File: config.mk
export PLATFORM = sky130hd
export DESIGN_NAME = assert_fail_logger_flat
export DESIGN_NICKNAME = d
export VERILOG_FILES = /design/src/rtl/assert_fail_logger_if.sv /design/src/rtl/assert_fail_logger.sv /design/src/flat_wrapper.sv
export SDC_FILE = /design/constraint.sdc
export NUM_CORES = 1
export LEC_CHECK = 0
export BUFFER_PORTS_ARGS = -buffer_cell sky130_fd_sc_hd__buf_2
export CAP_MARGIN = 30
export CORE_ASPECT_RATIO = 1.4
export CORE_MARGIN = 4
export CORE_UTILIZATION = 40
export CTS_BUF_LIST = sky130_fd_sc_hd__clkbuf_8
export DETAILED_ROUTE_END_ITERATION = 6
export GPL_TIMING_DRIVEN = 0
export MAX_ROUTING_LAYER = met4
export PLACE_DENSITY = 0.57
export SYNTH_ARGS = -nofsm -noshare
export SYNTH_HDL_FRONTEND = slang
export SYNTH_SLANG_ARGS = --single-unit
File: constraint.sdc
create_clock -name clk -period 2 [get_ports clk]
set_clock_uncertainty 0.05 [all_clocks]
set_input_delay 0.2 -clock clk [delete_from_list [all_inputs] [get_ports clk]]
set_output_delay 0.2 -clock clk [all_outputs]
set_load 0.01 [all_outputs]
File: src/rtl/assert_fail_logger_if.sv
// assert_fail_logger_if
// Purpose : groups the check-input, failure-log handshake and status signals
//           of assert_fail_logger into one bundle.
// Signals : chk_valid/chk_pass   - check evaluation result (master -> slave)
//           log_valid/log_ready  - failure-log FIFO head handshake
//           log_time             - timestamp of FIFO head entry
//           fail_cnt/eval_cnt    - saturating failure / evaluation counters
//           first_fail_time      - timestamp of first failure since reset
//           any_fail/overflow    - sticky status flags
//           fifo_level           - FIFO occupancy
// Modports: slave  - the logger
//           master - the check source / log consumer
interface assert_fail_logger_if #(
  parameter int TS_W  = 16,
  parameter int CNT_W = 8,
  parameter int DEPTH = 4
);
  localparam int LW = $clog2(DEPTH) + 1;

  logic             chk_valid;
  logic             chk_pass;
  logic             log_valid;
  logic             log_ready;
  logic [TS_W-1:0]  log_time;
  logic [CNT_W-1:0] fail_cnt;
  logic [CNT_W-1:0] eval_cnt;
  logic [TS_W-1:0]  first_fail_time;
  logic             any_fail;
  logic             overflow;
  logic [LW-1:0]    fifo_level;

  modport slave (
    input  chk_valid, chk_pass, log_ready,
    output log_valid, log_time, fail_cnt, eval_cnt, first_fail_time,
           any_fail, overflow, fifo_level
  );

  modport master (
    output chk_valid, chk_pass, log_ready,
    input  log_valid, log_time, fail_cnt, eval_cnt, first_fail_time,
           any_fail, overflow, fifo_level
  );
endinterface

File: src/rtl/assert_fail_logger.sv
// assert_fail_logger
// Purpose : counts check evaluations and failures, timestamps each failure
//           with a free-running cycle counter and queues the timestamps in a
//           small FIFO for a downstream consumer.
// Ports   : clk  - clock, all logic on its rising edge
//           rst  - synchronous active-high reset
//           bus  - assert_fail_logger_if.slave (check input, log handshake,
//                  counters and status flags)
module assert_fail_logger #(
  parameter int TS_W  = 16,
  parameter int CNT_W = 8,
  parameter int DEPTH = 4
) (
  input  logic                 clk,
  input  logic                 rst,
  assert_fail_logger_if.slave  bus
);
  localparam int AW = $clog2(DEPTH);
  localparam int LW = AW + 1;

  logic [TS_W-1:0]  r_mem [DEPTH];
  logic [AW-1:0]    r_wr_ptr;
  logic [AW-1:0]    r_rd_ptr;
  logic [LW-1:0]    r_level;
  logic [TS_W-1:0]  r_cyc;
  logic [CNT_W-1:0] r_fail_cnt;
  logic [CNT_W-1:0] r_eval_cnt;
  logic [TS_W-1:0]  r_first_time;
  logic             r_any_fail;
  logic             r_overflow;

  logic w_fail;
  logic w_full;
  logic w_empty;
  logic w_pop;
  logic w_push;
  logic w_drop;

  assign w_fail  = bus.chk_valid & ~bus.chk_pass;
  assign w_empty = (r_level == '0);
  assign w_full  = (r_level == LW'(DEPTH));
  assign w_pop   = ~w_empty & bus.log_ready;
  // A full FIFO still accepts a push when the head leaves in the same cycle.
  assign w_push  = w_fail & (~w_full | w_pop);
  assign w_drop  = w_fail & w_full & ~w_pop;

  // Storage is not reset: log_time is masked while the FIFO is empty.
  always_ff @(posedge clk) begin
    if (!rst && w_push) begin
      r_mem[r_wr_ptr] <= r_cyc;
    end
  end

  always_ff @(posedge clk) begin
    if (rst) begin
      r_wr_ptr     <= '0;
      r_rd_ptr     <= '0;
      r_level      <= '0;
      r_cyc        <= '0;
      r_fail_cnt   <= '0;
      r_eval_cnt   <= '0;
      r_first_time <= '0;
      r_any_fail   <= 1'b0;
      r_overflow   <= 1'b0;
    end else begin
      r_cyc <= r_cyc + 1'b1;

      // Pointers are AW bits wide, so they wrap modulo DEPTH naturally.
      if (w_push) r_wr_ptr <= r_wr_ptr + 1'b1;
      if (w_pop)  r_rd_ptr <= r_rd_ptr + 1'b1;

      case ({w_push, w_pop})
        2'b10:   r_level <= r_level + 1'b1;
        2'b01:   r_level <= r_level - 1'b1;
        default: r_level <= r_level;
      endcase

      if (bus.chk_valid && (r_eval_cnt != '1)) r_eval_cnt <= r_eval_cnt + 1'b1;
      if (w_fail && (r_fail_cnt != '1))        r_fail_cnt <= r_fail_cnt + 1'b1;

      if (w_fail && !r_any_fail) begin
        r_any_fail   <= 1'b1;
        r_first_time <= r_cyc;
      end

      if (w_drop) r_overflow <= 1'b1;
    end
  end

  assign bus.log_valid       = ~w_empty;
  assign bus.log_time        = w_empty ? '0 : r_mem[r_rd_ptr];
  assign bus.fail_cnt        = r_fail_cnt;
  assign bus.eval_cnt        = r_eval_cnt;
  assign bus.first_fail_time = r_first_time;
  assign bus.any_fail        = r_any_fail;
  assign bus.overflow        = r_overflow;
  assign bus.fifo_level      = r_level;
endmodule

File: src/flat_wrapper.sv
// flat-port wrapper written by rule: the top's interface ports become plain ports
module assert_fail_logger_flat 
#(
  parameter int TS_W  = 16,
  parameter int CNT_W = 8,
  parameter int DEPTH = 4
)
  (clk, rst, bus_chk_valid, bus_chk_pass, bus_log_ready, bus_log_valid, bus_log_time, bus_fail_cnt, bus_eval_cnt, bus_first_fail_time, bus_any_fail, bus_overflow, bus_fifo_level);
  assert_fail_logger_if #(.TS_W(TS_W), .CNT_W(CNT_W), .DEPTH(DEPTH)) bus_i ();
  input  logic clk;
  input  logic rst;
  input wire logic [$bits(bus_i.chk_valid)-1:0] bus_chk_valid;
  input wire logic [$bits(bus_i.chk_pass)-1:0] bus_chk_pass;
  input wire logic [$bits(bus_i.log_ready)-1:0] bus_log_ready;
  output wire logic [$bits(bus_i.log_valid)-1:0] bus_log_valid;
  output wire logic [$bits(bus_i.log_time)-1:0] bus_log_time;
  output wire logic [$bits(bus_i.fail_cnt)-1:0] bus_fail_cnt;
  output wire logic [$bits(bus_i.eval_cnt)-1:0] bus_eval_cnt;
  output wire logic [$bits(bus_i.first_fail_time)-1:0] bus_first_fail_time;
  output wire logic [$bits(bus_i.any_fail)-1:0] bus_any_fail;
  output wire logic [$bits(bus_i.overflow)-1:0] bus_overflow;
  output wire logic [$bits(bus_i.fifo_level)-1:0] bus_fifo_level;
  assign bus_i.chk_valid = bus_chk_valid;
  assign bus_i.chk_pass = bus_chk_pass;
  assign bus_i.log_ready = bus_log_ready;
  assign bus_log_valid = bus_i.log_valid;
  assign bus_log_time = bus_i.log_time;
  assign bus_fail_cnt = bus_i.fail_cnt;
  assign bus_eval_cnt = bus_i.eval_cnt;
  assign bus_first_fail_time = bus_i.first_fail_time;
  assign bus_any_fail = bus_i.any_fail;
  assign bus_overflow = bus_i.overflow;
  assign bus_fifo_level = bus_i.fifo_level;
  assert_fail_logger #(.TS_W(TS_W), .CNT_W(CNT_W), .DEPTH(DEPTH)) u_core (.clk(clk), .rst(rst), .bus(bus_i));
endmodule
* Word-level counts from Yosys, hierarchy flattened *
Memory sizes are Yosys's and may differ from the RTL's. A register that Yosys moved wholly into a read port is not among the register bits.
Index checks and enable logic that the tools add are counted.

cells by class
  shift operators = 0
  eq/ne operators = 5
  $add $sub $neg = 7
  bitwise logic cells = 10
  order comparisons = 0
  multipliers = 0
  div/mod/pow operators = 0
  muxes and demuxes = 6
  reduce and logical (&&, ||, !) cells = 8

operators by type and width
  cell                                              number
  adder 16 x 1 -> 16 bit, second input constant     1
  adder 8 x 1 -> 8 bit, second input constant       2
  two-way mux 16 bit                                1
  != test 8 bit, second input constant              2
  case mux 3 bit (2 select lines)                   1
  AND 1 bit                                         5
  adder 2 x 1 -> 2 bit, second input constant       2
  logical AND 1 bit                                 4
  two-way mux 2 bit                                 2
  NOT 1 bit                                         4
  adder 3 x 1 -> 3 bit, second input constant       1
  == test 3 bit, second input constant              1
  logical NOT 3 bit                                 1
  subtractor 3 x 1 -> 3 bit, second input constant  1
  == test 2 x 1 -> 1 bit, second input constant     1
  == test 2 bit, second input constant              1
  logical NOT 1 bit                                 2
  two-way mux 1 bit                                 2
  nonzero test 2 bit                                1
  OR 1 bit                                          1

storage, ports and cells
  memories kept = 1
  logic and storage cells = 46
  output and inout port bits = 54
  bits in writable memories = 64
  flip-flop bits (word level) = 57
  bits of input ports = 5
  bits in read-only memories = 0
  latch bits = 0

memories
  name          depth  width  read ports  clocked after memory_dff  wr ports  line                      RTL
  u_core.r_mem  4      16     1           1                         1         assert_fail_logger.sv:21  logic [TS_W-1:0] r_mem [DEPTH];

* Depth between registers and ports, before layout *
Gate-level depths: netlist of run 1.

  depth after elaboration = 8
  depth in mapped cells = 9
  depth with buffers taken out = 9

* Least setup slack after synthesis of run 1 *
No wires, ideal clock.

  path type = reg2reg
  start = reg u_core.r_level[0], in the netlist u_core.bus.fifo_level[0]
  end = reg u_core.r_level[2], in the netlist u_core.bus.fifo_level[2]
  period minus slack after synthesis = 2.220 ns
  data required time = 1.880 ns
  arrival = 2.100 ns
  slack = -0.220 ns
  stages on the path, launching flop included = 10
  path through = dfxtp_1 -> nor4b_1 -> nor2_1 -> inv_1 -> ha_1 -> inv_1 -> fa_1 -> xor2_1 -> or3_1 -> a21oi_1

on the way
  cells in the longest elaborated chain, start to end = 7
  elaborated cells on any way between the ends = 13
  classes of those cells = add/sub: 2; eq/ne: 3; mux: 1; bitwise: 5; reduce/logical: 2

ends and longest elaborated chain
  element                                                                       line                      RTL
  start: declaration                                                            assert_fail_logger.sv:24  logic [LW-1:0] r_level;
  start signal: assignment                                                      assert_fail_logger.sv:73  2'b10: r_level <= r_level + 1'b1;
  start signal: assignment                                                      assert_fail_logger.sv:74  2'b01: r_level <= r_level - 1'b1;
  start signal: assignment                                                      assert_fail_logger.sv:75  default: r_level <= r_level;
  logical NOT 3 bit                                                             assert_fail_logger.sv:40  assign w_empty = (r_level == '0);
  NOT 1 bit                                                                     assert_fail_logger.sv:42  assign w_pop = ~w_empty & bus.log_ready;
  AND 1 bit                                                                     assert_fail_logger.sv:42
  OR 1 bit                                                                      assert_fail_logger.sv:44  assign w_push = w_fail & (~w_full | w_pop);
  AND 1 bit                                                                     assert_fail_logger.sv:44
  == test 2 x 1 -> 1 bit / == test 2 bit (equally long branches)                assert_fail_logger.sv:72  case ({w_push, w_pop})
  case mux 3 bit (2 select lines) / nonzero test 2 bit (equally long branches)  --

Parallel ways exist; a longest one is shown, timed or not.
A chain may end at the register's enable or synchronous reset.

* Final worst setup path of run 1 *
  start = reg u_core.r_level[1], in the netlist u_core.bus.fifo_level[1]
  end = reg u_core.r_level[2], in the netlist u_core.bus.fifo_level[2]

The elaborated chain is that of the path after synthesis.

==> qor.yml, run 1 <==
sta:
  max_freq_mhz: 487.3
  drv_slew: 0
  tightest_slew_ns: 0.6483
  rsz0062_at_grt: "true"
  hold_viol_final: 0
  relSlewSlack_pct: 56.78
  setup_viol: 16
  fin_ws_ns: -0.05206
  layout_min_cycle_time_ns: 2.052
  fin_setup_tns_ns: -0.3294
  finalCritPeriodShare_pct: 102.6
synth:
  synthTopCellsByCount: "64 x edfxtp_1, 59 x dfxtp_1, 41 x nand2_1"
  synth_compound_area_share_pct: 5.155
  yosysSeqAreaShare_pct: 62.98
  synth_nets: 406
  synthSimpleGateAreaFrac_pct: 15.34
  yosysMostFrequentCell: "edfxtp_1"
  synth.distinct_cells: 40
  synth_flop_cell: "edfxtp_1"
  synthMuxAreaShare_pct: 7.948
  synth_fa_ha_area_share_pct: 2.438
  ys_ff_latch: 123
  syn_avg_cell_area_sq_um: 12.57
  synth_top_family_by_area: "simple AND/OR/NAND/NOR gates"
  syn_inst: 392
  syn_area_sq_um: 4927
  synth_warnings: 0
  synth_edf_count: 64
  synth_area_leaders: "edfxtp_1 39%, dfxtp_1 24%, mux4_2 7.3%"
  async_reset_ff_share_pct: 0
  synth_top_area_share_pct: 39.00
  synthXorXnorAreaFrac_pct: 3.911
  post-synth-top-area-cell: "edfxtp_1"
run_status:
  violations: "negative setup slack"
  status: "finished, violations left"
power_and_ir_drop:
  peakVddDrop_mv: 0.3947
  power_density_nw_per_um2: 1070
  p_leak_nw: 2.232
die:
  io_pins: 59
  die_w_microns: 101.8
  dieArea_sq_um: 14180
  die_h_microns: 139.3
  start_util_pct: 41.27
  fp.coreArea_sq_um: 11940
  rows: 47
global_routing:
  antenna_found_initial: 0
  grt_start_max_net_pins: 17
  grt_pass1_vias: 3273
  grt_overflow: 0
  grt_use_total_pct: 15.71
  grt_pass1_wl_microns: 16770
setup_path:
  path_delay_family: "simple AND/OR/NAND/NOR gates"
  crit_buf_inv: 2
  required_ns: 2.30
  crit_path_start_kind: "flip-flop"
  worstSetupPathType: "flip-flop to flip-flop"
  slowest_delay_ns: 0.37
  worstSetupEndpointType: "flip-flop"
  path_cells: "nor4b_4, nor2_2, inv_2, ha_4, inv_2, fa_2, xor2_1, or3_1, a21oi_1"
  arrival_ns: 2.35
  critPathSlowestCell: "dfxtp_4"
  path_max_fanout: 5
  cpMostUsedCell: "inv_2"
drt:
  final_antenna_net_count: 0
  via_per_inst: 5.025
  wl_microns: 10030
  wl_per_cell_microns: 15.79
  dr_total_vias: 3191
  dr.first_iter.drc_count: 132
  drc_errors: 0
  drtPass1Iterations: 4
clock_network:
  cts_made_buffers: 17
  cts.sinks: 123
  root_buffer: "clkbuf_8"
  clk_pin_slew_worst_paths_ns: 0.07
  cts_tree: "built"
  clkLatencyLatePin_ns: 0.42
  cts_buffer_depth: 2
  ctsHoldBuffers: 0
  htreeDepth: 4
placement:
  place_hpwl_microns: 6811
  gp_congestion: 0.7820
  io_buffers: 58
  dp_cells: 597
  place_ws_ns: -0.2238
  dpl-instance-area_sq_um: 5441
finish:
  fillers: 1097
  final_nets: 489
  drive_above_1_share_pct: 31.15
  fin_area_sq_um: 6022
  final_cell_count_no_fill: 635
  area_delta_synth_final_pct: 22.22
  antenna_cells: 0
job:
  maxCapViolCount: 0
hold_path:
  hold_class: "input pin to flip-flop"
[logic make-up after synthesis]
logic type / after synthesis
simple gates: 149
compound gates: 45
buf+inv: 25
xor+xnor: 22
flops: 123
mux: 19
fa+ha+maj: 9
[final timing paths]
kind / start / to / slack (ns) / depth (start not counted)
max: u_core.bus.fifo_level[1] / u_core.bus.fifo_level[2] / -0.05 / 9
min: rst / u_core.bus.eval_cnt[5] / 0.11 / 4
max reg2reg: u_core.bus.fifo_level[1] / u_core.bus.fifo_level[2] / -0.05 / 9
min reg2reg: u_core.bus.first_fail_time[12] / u_core.bus.first_fail_time[12] / 0.40 / 2
[layer usage]
layer	track usage, %	up-vias	share of wire, %
met1	18.17	1529	41
met3	4.607	11	4.9
met5	-	-	0
met4	5.042	0	1.2
li1	-	1583	-
met2	26.00	68	52
[area by class of cell]
cell class                 instances  area [sq um]  area share, %
buffer                            14         92.59          1.538
clock buffer                      17         234.0          3.885
clock inverter                    15         135.1          2.244
inverter                           9         33.78         0.5610
multi-input combinational        244          1784          29.63
sequential                       123          3114          51.71
tap                              147         183.9          3.054
timing repair buffer              66         444.2          7.376
[power breakdown]
group / internal (mW) / switching [mW]
logic: 0.938 / 0.664
registers: 2.74 / 0.0876
clock network: 1.08 / 0.937
[registers in the layout, indices dropped and copies added (netlist names), named ones only]
name	count
u_core.bus.any_fail	1
u_core.bus.overflow	1
u_core.r_cyc	16
u_core.r_mem	64
u_core.bus.fifo_level	3
u_core.r_wr_ptr	2
u_core.bus.eval_cnt	8
u_core.bus.fail_cnt	8
u_core.r_rd_ptr	2
u_core.bus.first_fail_time	16
[worst reg2reg max path, delay by kind of cell (launching register included)]
kind | cells | cell delay (ns)
and+or+nand+nor | 3 | 0.69
DFF | 1 | 0.37
adders and majority gates | 2 | 0.46
xor gates and xnor gates | 1 | 0.16
buffers and inverters | 2 | 0.13
AOI/OAI and AO/OA | 1 | 0.12
[cell usage in the layout (no fill, tap or decap), types with 3 or more instances in the layout]
cell / count
ha_1: 7
buf_4: 6
nor4_1: 3
xor2_1: 10
nand3_1: 11
clkbuf_8: 17
a21oi_1: 27
nor3_1: 9
buf_1: 4
dfxtp_1: 54
a31oi_1: 4
mux4_2: 16
nor2_2: 4
o21ai_0: 5
clkinv_2: 5
nor2_1: 34
nand4_1: 5
xnor2_1: 12
a211oi_1: 3
buf_6: 11
and2_2: 4
nand2_1: 41
nor2b_1: 4
buf_2: 52
edfxtp_1: 64
and2_1: 9
clkinvlp_4: 4
inv_1: 9
and2_4: 11
dfxtp_2: 3
[timing repair]
item	in CTS	in global routing
hold endpoints to repair	0	0
pin swaps	17	5
setup buffers	5	2
setup endpoints to repair	82	18
cloned	1	0
gates resized for setup	24	18
[through the flow]
step           utilization [%]  hold slack [ns]  power (mW)
2_1_floorplan                -           0.3178       3.686
3_3_place_gp             45.58           0.3931       4.046
3_5_place_dp             45.58           0.3964       4.064
4_1_cts                  49.75          0.07997       6.379
5_1_grt                  50.45           0.1154       6.787
6_report                 50.45           0.1051       6.442
(Power assumes the default switching activity.)
==> inputs of run 2 (changes only) <==
--- a/config.mk
+++ b/config.mk
@@ -9,12 +9,14 @@
 export CAP_MARGIN = 30
 export CORE_ASPECT_RATIO = 1.4
 export CORE_MARGIN = 4
-export CORE_UTILIZATION = 40
+export CORE_UTILIZATION = 54
 export CTS_BUF_LIST = sky130_fd_sc_hd__clkbuf_8
 export DETAILED_ROUTE_END_ITERATION = 6
 export GPL_TIMING_DRIVEN = 0
 export MAX_ROUTING_LAYER = met4
-export PLACE_DENSITY = 0.57
+export PLACE_DENSITY = 0.74
+export RECOVER_POWER = 100
+export SLEW_MARGIN = 0
 export SYNTH_ARGS = -nofsm -noshare
 export SYNTH_HDL_FRONTEND = slang
 export SYNTH_SLANG_ARGS = --single-unit
==> qor.yml, run 2 (synthesized netlist as in run 1, its figures left out) <==
setup_path:
  required_ns: 2.30  # about the same
  path_cells: "nor4b_4, nor2_2, inv_2, ha_4, inv_2, fa_2, xor2_1, or3_1, a21oi_2"
  worstSetupPathType: "flip-flop to flip-flop"
  arrival_ns: 2.39  # +0.04 ns
  endpoint: "u_core.bus.fifo_level[2]"
  critPathSlowestCell: "dfxtp_4"
  r2r_cells: 9  # unchanged
  crit_path_start_kind: "flip-flop"
  r2r_slack_ns: -0.09  # -0.04 ns
  cpMostUsedCell: "inv_2"
  slowest_delay_ns: 0.36  # about the same
  worstSetupEndpointType: "flip-flop"
  path_max_fanout: 3  # -2
  reg2reg_from: "u_core.bus.fifo_level[1]"
  r2r_end: "u_core.bus.fifo_level[2]"
  cp-startpoint: "u_core.bus.fifo_level[1]"
die:
  rows: 41  # -13%
  die_h_microns: 121.0  # -13%
  fp.coreArea_sq_um: 8977  # -25%
  io_pins: 59  # unchanged
  dieArea_sq_um: 10740  # -24%
  start_util_pct: 54.89  # +14 points
  die_w_microns: 88.73  # -13%
drt:
  dr.first_iter.drc_count: 164  # +24%
  wl_per_cell_microns: 16.40  # +3.9%
  wl_microns: 9874  # -1.5%
  dr_total_vias: 3303  # +3.5%
  drtPass1Iterations: 5  # +1
  drc_errors: 0  # unchanged
  via_per_inst: 5.487  # +9.2%
  final_antenna_net_count: 0  # unchanged
placement:
  dpl-instance-area_sq_um: 5391  # -0.92%
  dp_cells: 557  # -6.7%
  gp_congestion: 0.7977  # +2.0%
  io_buffers: 58  # unchanged
  place_ws_ns: -0.1809  # +0.04290 ns
  place_hpwl_microns: 6540  # -4.0%
finish:
  largest_reg_flops: 64  # unchanged
  largest_register: "u_core.r_mem"
  final_nets: 496  # +1.4%
  layout_common_cells: "64 x edfxtp_1, 54 x dfxtp_1, 41 x nand2_1"
  drive_above_1_share_pct: 28.08  # -3.1 points
  fillers: 670  # -39%
  final_common_cell: "edfxtp_1"
  area_delta_synth_final_pct: 22.75
  fin_area_sq_um: 6048  # +0.44%
  final_cell_count_no_fill: 602  # -5.2%
  antenna_cells: 0  # unchanged
sta:
  layout_min_cycle_time_ns: 2.089  # +0.03736 ns
  setup_viol: 18  # +2
  rsz0062_at_grt: "true"
  tightest_slew_ns: 0.6293  # -0.01901 ns
  hold_viol_final: 0  # unchanged
  relSlewSlack_pct: 58.05  # +1.3 points
  drv_slew: 0  # unchanged
  max_freq_mhz: 478.6  # -1.8%
  finalCritPeriodShare_pct: 104.5  # +1.9 points
  whs_ns: 0.1268  # +0.02163 ns
  fin_setup_tns_ns: -0.5891  # -0.2597 ns
  fin_ws_ns: -0.08942  # -0.03736 ns
global_routing:
  grt_start_max_net_pins: 17  # unchanged
  grt_use_total_pct: 20.63  # +4.9 points
  grt_pass1_wl_microns: 16090  # -4.1%
  grt_overflow: 0  # unchanged
  antenna_found_initial: 0  # unchanged
  grt_pass1_vias: 3375  # +3.1%
power_and_ir_drop:
  p_leak_nw: 2.230  # -0.13%
  power_density_nw_per_um2: 1117  # +4.4%
  peakVddDrop_mv: 0.6344  # +61%
clock_network:
  cts_tree: "built"
  ctsHoldBuffers: 0  # unchanged
  clkLatencyLatePin_ns: 0.42  # about the same
  root_buffer: "clkbuf_8"
  cts_buffer_depth: 2  # unchanged
  cts.sinks: 123  # unchanged
  clk_pin_slew_worst_paths_ns: 0.07  # about the same
  cts_made_buffers: 17  # unchanged
  htreeDepth: 4  # unchanged
job:
  maxCapViolCount: 0  # unchanged
run_status:
  violations: "negative setup slack"
  status: "finished, violations left"
hold_path:
  hold_class: "input pin to flip-flop"
-- run 2: cell types whose count changed in the layout (fill, tap and decap cells not counted), sizes merged --
| cell | previous run | this run |
|---|---|---|
| buf | 77 | 66 |
| bufinv | 2 | 3 |
| clkbuf | 20 | 42 |
| clkinv | 7 | 3 |
| clkinvlp | 4 | 1 |
| inv | 11 | 13 |
-- run 2: how the worst min path moves through the flow --
stage                                         end  depth (start not counted)                           from  slack (ns)
floorplan                  u_core.bus.eval_cnt[5]                          3                            rst        0.32
global placement    u_core.bus.first_fail_time[1]                          2  u_core.bus.first_fail_time[1]        0.39
detailed placement  u_core.bus.first_fail_time[3]                          2  u_core.bus.first_fail_time[3]        0.40
CTS                        u_core.bus.eval_cnt[2]                          3                  bus_chk_valid        0.08
global route               u_core.bus.eval_cnt[2]                          3                  bus_chk_valid        0.12
finish                     u_core.bus.eval_cnt[2]                          3                  bus_chk_valid        0.13
-- run 2: critical path: cells and delay by family (launching register included) --
kind / cells / cell delay (ns)
xor+xnor: 1 / 0.16
flops: 1 / 0.36
simple gates: 3 / 0.73
buf+inv: 2 / 0.13
fa+ha+maj: 2 / 0.46
compound gates: 1 / 0.13
-- run 2: repair_timing --
| action | CTS | global route |
|---|---|---|
| pin swaps | 17 | 5 |
| cloned | 2 | 0 |
| gates resized for setup | 18 | 25 |
| setup buffers | 10 | 2 |
| endpoints found under the setup margin | 66 | 66 |
-- run 2: metal layers --
layer / vias up / track usage [%] / share of wire (%)
li1: 1590 / - / -
met1: 1620 / 23.12 / 39
met2: 84 / 34.34 / 55
met3: 9 / 6.114 / 5.1
met4: 0 / 7.845 / 1.1
met5: - / - / 0
-- run 2: layout make-up --
cell class	instances	area, sq um	area share, %
clock buffers	21	289.0	4.779
plain buffers	15	103.9	1.717
flip-flops and latches	123	3114	51.49
repair buffers	72	461.7	7.633
clock inverters	11	126.4	2.089
well taps	107	133.9	2.213
multi-input cells	244	1785	29.52
inverters	9	33.78	0.5585
-- run 2: where the power goes --
| part | internal [mW] | switching, mW |
|---|---|---|
| logic | 1.01 | 0.711 |
| registers | 2.74 | 0.0835 |
| clock network | 1.34 | 0.877 |
-- run 2: per-stage QoR --
step,util (%),power [mW]
2_1_floorplan,-,3.686
3_3_place_gp,60.06,4.019
3_5_place_dp,60.06,4.058
4_1_cts,66.40,6.586
5_1_grt,67.37,7.070
6_report,67.37,6.757
==> inputs of run 3 (changes only) <==
==> constraint.sdc (replaced) <==
create_clock -name clk -period 1.8 [get_ports clk]
set_clock_uncertainty 0.05 [all_clocks]
set_input_delay 0.18 -clock clk [delete_from_list [all_inputs] [get_ports clk]]
set_output_delay 0.18 -clock clk [all_outputs]
set_load 0.01 [all_outputs]
==> qor.yml, run 3 (synthesized netlist as in run 1, its figures left out) <==
clock_network:
  root_buffer: "clkbuf_8"
  clkLatencyLatePin_ns: 0.42  # about the same
  cts_made_buffers: 17  # unchanged
  htreeDepth: 4  # unchanged
  cts_buffer_depth: 2  # unchanged
  cts.sinks: 123  # unchanged
  cts_tree: "built"
  clk_pin_slew_worst_paths_ns: 0.07  # about the same
power_and_ir_drop:
  peakVddDrop_mv: 0.8331  # +31%
  power_density_nw_per_um2: 1264  # +13%
  p_leak_nw: 2.199  # -1.4%
die:
  start_util_pct: 54.89  # unchanged
  io_pins: 59  # unchanged
  die_h_microns: 121.0  # unchanged
  die_w_microns: 88.73  # unchanged
  rows: 41  # unchanged
  dieArea_sq_um: 10740  # unchanged
  fp.coreArea_sq_um: 8977  # unchanged
placement:
  gp_congestion: 0.8204  # +2.8%
  io_buffers: 58  # unchanged
  place_hpwl_microns: 6477  # -0.98%
finish:
  fillers: 681  # +1.6%
  final_common_cell: "edfxtp_1"
  antenna_cells: 0  # unchanged
  largest_register: "u_core.r_mem"
  largest_reg_flops: 64  # unchanged
  drive_above_1_share_pct: 27.85  # -0.24 points
  area_delta_synth_final_pct: 23.34
  layout_common_cells: "64 x edfxtp_1, 54 x dfxtp_1, 41 x nand2_1"
  final_nets: 494  # -0.40%
setup_path:
  crit_path_start_kind: "flip-flop"
  arrival_ns: 2.35  # -0.04 ns
  worstSetupPathType: "flip-flop to flip-flop"
  required_ns: 2.09  # -0.21 ns
  cp-startpoint: "u_core.bus.fifo_level[2]"
  worstSetupEndpointType: "flip-flop"
  reg2reg_from: "u_core.bus.fifo_level[2]"
  path_max_fanout: 6  # +3
global_routing:
  grt_start_max_net_pins: 17  # unchanged
  grt_pass1_vias: 3213  # -4.8%
  grt_pass1_wl_microns: 15810  # -1.8%
  grt_overflow: 0  # unchanged
  antenna_found_initial: 0  # unchanged
  grt_use_total_pct: 20.34  # -0.29 points
drt:
  drc_errors: 0  # unchanged
  dr.first_iter.drc_count: 184  # +12%
  via_per_inst: 5.431  # -1.0%
  wl_microns: 9678  # -2.0%
  wl_per_cell_microns: 16.16  # -1.5%
  drtPass1Iterations: 4  # -1
  dr_total_vias: 3253  # -1.5%
  final_antenna_net_count: 0  # unchanged
sta:
  fin_ws_ns: -0.2594  # -0.1699 ns
  rsz0062_at_grt: "true"
  max_freq_mhz: 485.6  # +1.5%
  finalCritPeriodShare_pct: 114.4  # +9.9 points
  relSlewSlack_pct: 58.31  # +0.26 points
  hold_viol_final: 0  # unchanged
  whs_ns: 0.08175  # -0.04500 ns
  drv_slew: 0  # unchanged
  tightest_slew_ns: 0.6254  # -0.003940 ns
  setup_viol: 19  # +1
  fin_setup_tns_ns: -3.678  # -3.088 ns
  layout_min_cycle_time_ns: 2.059  # -0.03007 ns
run_status:
  violations: "negative setup slack"
  status: "finished, violations left"
hold_path:
  hold_class: "input pin to flip-flop"
  min_from: "bus_chk_valid"
job:
  maxCapViolCount: 0  # unchanged
-- run 3: changes by cell type in the layout (fill, tap and decap cells not counted), moves of 4 or more --
cell      change
and2_2        -4
clkinv_2      +5
and2_4        +5
clkbuf_8      -4
inv_1         -4
buf_2         -8
clkbuf_1      +5
-- run 3: area by class of cell --
cell class	instances	area [sq um]	area share, %
Sequential cell	123	3117	51.29
Multi-Input combinational cell	244	1795	29.54
Timing Repair Buffer	70	469.2	7.721
Clock buffer	17	234.0	3.850
Clock inverter	14	178.9	2.944
Tap cell	107	133.9	2.203
Buffer	15	115.1	1.894
Inverter	9	33.78	0.5559
-- run 3: worst max-delay path, cell delays in order, from the launching register on --
cell	delay, ns
dfxtp_4	0.36
or3_4	0.40
buf_8	0.15
and2_4	0.15
ha_4	0.16
inv_2	0.05
fa_2	0.18
xor2_1	0.07
or3_1	0.30
a21oi_1	0.11
-- run 3: path summary, 6_finish.rpt --
kind / end / slack, ns / depth (start not counted)
setup / recovery: u_core.bus.fifo_level[2] / -0.26 / 9
hold / removal: u_core.bus.eval_cnt[2] / 0.08 / 3
setup reg to reg: u_core.bus.fifo_level[2] / -0.26 / 9
hold reg to reg: u_core.bus.first_fail_time[11] / 0.41 / 2
-- run 3: layer usage --
layer	GRT usage, %	vias to the layer above	wire length, microns
li1	-	1582	-
met1	23.23	1593	3918
met2	33.69	72	5276
met3	5.231	6	391
met4	8.318	0	91
met5	-	-	0
-- run 3: stage by stage --
step	utilization, %	cells	setup slack [ns]	instance area, sq um	total power [mW]
after floorplan	-	392	-0.1765	4977	4.113
after global placement	60.17	557	-0.3559	5401	4.486
after detailed placement	60.17	557	-0.3849	5401	4.523
after CTS	66.40	599	-0.2554	5961	7.331
after global routing	67.69	599	-0.3265	6077	8.038
final	67.69	599	-0.2594	6077	7.681
-- run 3: power breakdown --
part	leakage (nW)	internal, mW	switching, mW
Sequential	1.08	3.04	0.0908
Clock	0.211	1.48	1.01
Combinational	0.913	1.24	0.817
Total	2.20	5.77	1.92
-- run 3: what timing repair did --
| item | 4_1_cts | 5_1_grt |
|---|---|---|
| pin swaps | 17 | 5 |
| setup endpoints to repair | 83 | 84 |
| cloned | 2 | 1 |
| buffers inserted | 10 | 0 |
| hold buffers | 0 | 0 |
| gates resized for setup | 18 | 37 |
| hold endpoints to repair | 0 | 0 |
